**config.mk**
```make
export PLATFORM = sky130hd
export DESIGN_NAME = overture_core_param
export DESIGN_NICKNAME = d
export VERILOG_FILES = /design/src/rtl/overture_core_param.sv
export SDC_FILE = /design/constraint.sdc
export NUM_CORES = 2
export LEC_CHECK = 0
export BUFFER_PORTS_ARGS = -buffer_cell sky130_fd_sc_hd__buf_4
export CAP_MARGIN = 10
export CORE_ASPECT_RATIO = 0.5
export CORE_MARGIN = 10
export CORE_UTILIZATION = 50
export DETAILED_ROUTE_END_ITERATION = 8
export GPL_TIMING_DRIVEN = 0
export PLACE_DENSITY = 0.66
export REMOVE_ABC_BUFFERS = 1
export SLEW_MARGIN = 20
export SYNTH_ARGS = -nofsm -noshare
export SYNTH_HDL_FRONTEND = slang
export SYNTH_SLANG_ARGS = --single-unit
```
**constraint.sdc**
```tcl
create_clock -name clk -period 6.7 [get_ports clk]
set_input_delay 2.01 -clock clk [delete_from_list [all_inputs] [get_ports clk]]
set_output_delay 2.01 -clock clk [all_outputs]
set_load 0.01 [all_outputs]
```
**src/rtl/overture_core_param.sv**
```systemverilog
// overture_core_param: parametrised Overture-ISA core with writable
// program memory, valid/ready I/O, single-step and sticky self-jump halt.
module overture_core_param #(
  parameter int DATA_W = 8,
  parameter int PC_W   = 8
) (
  input  logic              clk,
  input  logic              reset,
  input  logic              run,
  input  logic              step,
  input  logic [DATA_W-1:0] in_port,
  input  logic              in_valid,
  output logic              in_ready,
  output logic [DATA_W-1:0] out_port,
  output logic              out_valid,
  input  logic              prog_we,
  input  logic [PC_W-1:0]   prog_addr,
  input  logic [7:0]        prog_wdata,
  output logic [PC_W-1:0]   pc,
  output logic [7:0]        instr_debug,
  output logic              halted,
  output logic [DATA_W-1:0] r0_out,
  output logic [DATA_W-1:0] r1_out,
  output logic [DATA_W-1:0] r2_out,
  output logic [DATA_W-1:0] r3_out,
  output logic [DATA_W-1:0] r4_out,
  output logic [DATA_W-1:0] r5_out
);

  localparam int DEPTH = 1 << PC_W;

  logic [7:0]        r_mem [DEPTH];
  logic [PC_W-1:0]   r_pc;
  logic [DATA_W-1:0] r_regs [6];
  logic [DATA_W-1:0] r_out;
  logic              r_out_valid;
  logic              r_halted;

  logic [7:0]        w_instr;
  logic              w_exec;
  logic              w_imm;
  logic              w_alu;
  logic              w_copy;
  logic              w_br;
  logic [2:0]        w_src;
  logic [2:0]        w_dst;
  logic              w_stall;
  logic              w_adv;
  logic [DATA_W-1:0] w_a;
  logic [DATA_W-1:0] w_b;
  logic [DATA_W-1:0] w_alu_res;
  logic [DATA_W-1:0] w_src_val;
  logic              w_z;
  logic              w_n;
  logic              w_cond;
  logic              w_taken;
  logic              w_halt;
  logic [PC_W-1:0]   w_pc_next;

  assign w_instr = r_mem[r_pc];
  assign w_exec  = ~r_halted & (run | step);
  assign w_imm   = w_instr[7:6] == 2'b00;
  assign w_alu   = w_instr[7:6] == 2'b01;
  assign w_copy  = w_instr[7:6] == 2'b10;
  assign w_br    = w_instr[7:6] == 2'b11;
  assign w_src   = w_instr[5:3];
  assign w_dst   = w_instr[2:0];

  assign in_ready = w_exec & w_copy & (w_src == 3'd6);
  assign w_stall  = in_ready & ~in_valid;
  assign w_adv    = w_exec & ~w_stall;

  assign w_a = r_regs[1];
  assign w_b = r_regs[2];
  assign w_z = r_regs[3] == '0;
  assign w_n = r_regs[3][DATA_W-1];

  // ALU result for r3
  always_comb begin
    w_alu_res = '0;
    unique case (w_instr[2:0])
      3'd0: w_alu_res = w_a | w_b;
      3'd1: w_alu_res = ~(w_a & w_b);
      3'd2: w_alu_res = ~(w_a | w_b);
      3'd3: w_alu_res = w_a & w_b;
      3'd4: w_alu_res = w_a + w_b;
      3'd5: w_alu_res = w_a - w_b;
      3'd6: w_alu_res = w_a ^ w_b;
      3'd7: w_alu_res = ~(w_a ^ w_b);
    endcase
  end

  // COPY source select: registers, I/O input, reserved reads zero
  always_comb begin
    w_src_val = '0;
    if (w_src < 3'd6) begin
      w_src_val = r_regs[w_src];
    end else if (w_src == 3'd6) begin
      w_src_val = in_port;
    end
  end

  // branch condition on r3 viewed as signed
  always_comb begin
    w_cond = 1'b0;
    unique case (w_instr[2:0])
      3'd0: w_cond = 1'b0;
      3'd1: w_cond = w_z;
      3'd2: w_cond = w_n;
      3'd3: w_cond = w_z | w_n;
      3'd4: w_cond = 1'b1;
      3'd5: w_cond = ~w_z;
      3'd6: w_cond = ~w_n;
      3'd7: w_cond = ~w_z & ~w_n;
    endcase
  end

  assign w_taken   = w_br & w_cond;
  assign w_halt    = w_br & (w_instr[2:0] == 3'd4)
                   & (r_regs[0][PC_W-1:0] == r_pc);
  assign w_pc_next = w_taken ? r_regs[0][PC_W-1:0] : r_pc + 1'b1;

  // program memory: loadable only while not free-running, never reset
  always_ff @(posedge clk) begin
    if (prog_we && !run) begin
      r_mem[prog_addr] <= prog_wdata;
    end
  end

  // architectural state update, one instruction per executing cycle
  always_ff @(posedge clk or posedge reset) begin
    if (reset) begin
      r_pc        <= '0;
      r_out       <= '0;
      r_out_valid <= 1'b0;
      r_halted    <= 1'b0;
      for (int i = 0; i < 6; i++) begin
        r_regs[i] <= '0;
      end
    end else begin
      r_out_valid <= 1'b0;
      if (w_adv) begin
        r_pc <= w_pc_next;
        if (w_imm) begin
          r_regs[0] <= {{(DATA_W-6){1'b0}}, w_instr[5:0]};
        end
        if (w_alu) begin
          r_regs[3] <= w_alu_res;
        end
        if (w_copy && w_dst < 3'd6) begin
          r_regs[w_dst] <= w_src_val;
        end
        if (w_copy && w_dst == 3'd6) begin
          r_out       <= w_src_val;
          r_out_valid <= 1'b1;
        end
        if (w_halt) begin
          r_halted <= 1'b1;
        end
      end
    end
  end

  assign pc          = r_pc;
  assign instr_debug = w_instr;
  assign halted      = r_halted;
  assign out_port    = r_out;
  assign out_valid   = r_out_valid;
  assign r0_out      = r_regs[0];
  assign r1_out      = r_regs[1];
  assign r2_out      = r_regs[2];
  assign r3_out      = r_regs[3];
  assign r4_out      = r_regs[4];
  assign r5_out      = r_regs[5];

endmodule

```
==> run summary <==
Final worst slack = -0.118 ns
CP Launch Type = register
Pwr Density = 453 nW/um2
Slew Viols, Final = 0
Post-DP HPWL = 150000 um
Max Fclk = 0.147 GHz
Hold depth = 2
Fin. Hold Viols = 0
Ys async rst share = 0.0312
Crit share post-route = 1.02
Nets@finish = 4625
Count leader, synth = edfxtp_1
Commonest cells in the netlist = 2048 x edfxtp_1, 357 x mux4_2, 321 x nor2_1
Area share of the largest cell type after synthesis = 0.720
CTS buffer count = 183
CP Max Fanout = 20
Tot GR Track Use = 0.260
GP Congestion = 0.880
Leak = 32.0 nW
Crit path max-delay cell type = dfrtp_4
RSZ-0062 raised after global routing = yes
Sequential area share after synthesis = 0.739
Buffers & Inverters on Critical Path = 2
# H-tree levels = 4
FF+latch count, synth = 2114
Vias in the first global route = 45300
Relative slew slack = 0.265
Reg clk slew, reported paths = 0.07 ns
Fraction of layout cells with a size suffix above 1 = 0.257
Synthesized area per cell = 20.0 um2
Die area = 189000 um2
Crit path max-delay family = simple AND/OR/NAND/NOR gates
Min cycle time layout = 6.82 ns
Post-synth top area cell = edfxtp_1
Final setup viols = 4
# rows = 107
EDFF count, synth = 2048
Crit path depth = 10
DR WL/cell = 36.1 um
Largest net degree at the start of global routing = 137
Initial Util = 0.502
Clock Root Buffer = clkbuf_16
Core area = 170000 um2
Hold-fix buffers, CTS = 0
DRT iter0 DRCs = 7338
Fin Hold WS = 0.522 ns
First-pass DRT Iterations = 8
I/O pins = 105
Placed insts = 6509
Slew @ Worst Pin = 1.10 ns
Critical Path RT = 4.69 ns
Via-per-instance ratio = 6.68
Crit Path Class = register to output pin
Max_cap viols = 0
Final clock skew = 0.0288 ns
Data arrival time of the worst path = 4.81 ns
Area Overhead vs Synth = 14.9%
Worst path cell trace = buf_12, and2_4, nand2_2, o22ai_2, a21oi_1, a31o_2, a32o_4, or2_4, nor4_4, buf_4
DRC violations left = 0
Sink Count = 2114
Number of antenna violations at the first check in global routing = 9
Top FF cell, synth = edfxtp_1
Max incr delay on CP = 0.63 ns
Worst skew pair latency = 0.84 ns
Total number of vias = 46800
Largest cells by area after synthesis = edfxtp_1 72%, mux4_2 9.4%, mux4_1 2.8%
Die extent in x = 605 um
Synthesized area = 85400 um2
Post-Layout Cell Count = 7001
GRT Residual Overflow = 0
Worst ir drop on vdd = 0.000329 V
Cell variety after synth = 113
Routed wire length = 252000 um
DIE HEIGHT = 312 um
Post-Synthesis Cells = 4272
R2R cell count = 26
Port bufs = 104
Remaining antenna violation count = 0
CTS tree = built
Hold Crit Class = register to register
First-pass GRT wire length = 349000 um
Yosys warns = 0
Worst Setup End Kind = output pin
Clk buf depth = 3
Failing checks = negative setup slack
Status = finished with violations
flip-flops by register name, summed over array words and instances, names as in the netlist, named ones only:
name / flops
r0_out: 8
r_mem: 2048
halted: 1
out_valid: 1
r3_out: 8
out_port: 8
pc: 8
layout by cell type (no fill, tap or decap), types with 45 or more instances in the layout:
cell type  count
buf_16        60
mux2_2        61
nand2_1      102
o22ai_1       66
clkbuf_1      48
a21oi_1       48
mux4_1        89
nor2_1       316
mux2i_1      209
nand3_1       45
clkbuf_16    189
buf_4        208
mux4_2       359
dfrtp_1       58
edfxtp_1    2048
worst paths after layout:
check                            start     endpoint  slack [ns]
setup / recovery                 pc[5]     in_ready       -0.12
hold / removal             out_port[6]  out_port[6]        0.52
setup reg to reg                 pc[5]    r3_out[7]        0.21
hold reg to reg            out_port[6]  out_port[6]        0.52
max in group asynchronous        reset        pc[0]        5.09
min in group asynchronous        reset  out_port[2]        1.07
area by class of cell:
class / count / area (um2)
antenna: 3 / 7.51
clock buffer: 235 / 4830
clock inverter: 90 / 848
fill: 12200 / 71900
inverter: 50 / 214
multi-input combinational: 1856 / 21100
sequential: 2114 / 63200
tap: 2289 / 2860
timing repair buffer: 364 / 5170
timing repair:
item	in CTS	in global routing
setup buffers	101	30
setup endpoints to repair	75	8
cloned	30	5
resized for setup	138	24
endpoints found under the hold margin	0	0
pin swaps	33	10
power by group:
group / internal, mW / leakage [nW] / switching, mW
Combinational: 7.94 / 10.0 / 11.0
Sequential: 14.7 / 19.2 / 0.468
Clock: 5.56 / 2.76 / 4.81
Total: 28.2 / 32.0 / 16.3
layer usage:
metal,global-route usage,share of wire
met1,0.364,0.38
met2,0.379,0.44
met3,0.0854,0.14
met4,0.101,0.043
met5,0,0.00028
metrics by stage:
stage | total power, mW | setup TNS (ns) | utilization | cell area (um2) | setup slack, ns
after CTS | 43.4 | -0.0384 | 0.575 | 97700 | -0.0384
after floorplan | 24.2 | -1297.79 | - | 83400 | -18.26
after detailed placement | 30.7 | -39.28 | 0.526 | 89500 | -1.67
after global placement | 27.6 | -2963.03 | 0.512 | 87100 | -36.61
after global routing | 45.5 | -0.0999 | 0.577 | 98200 | -0.0876
final | 44.5 | -0.297 | 0.577 | 98200 | -0.118
worst reg2reg max path: cells and delay by family, from the launching register on:
kind	cells	cell delay (ns)
AO/OA/AOI/OAI	12	2.22
adder cells (fa/ha/maj)	1	0.26
buffers and inverters	6	1.73
XOR/XNOR	2	0.38
AND/OR/NAND/NOR	5	1.15
flip-flops	1	0.63
logic make-up (layout without fill, tap and decap cells):
group	after synthesis	count (layout)	synth area share
other	0	3	0
adder cells (fa/ha/maj)	26	26	0.00390
buffers and inverters	305	739	0.0255
AND/OR/NAND/NOR	639	639	0.0346
flip-flops	2114	2114	0.739
XOR/XNOR	25	25	0.00274
multiplexers	727	727	0.156
AO/OA/AOI/OAI	436	439	0.0382
No activity file was read; power rests on OpenSTA's default activity.
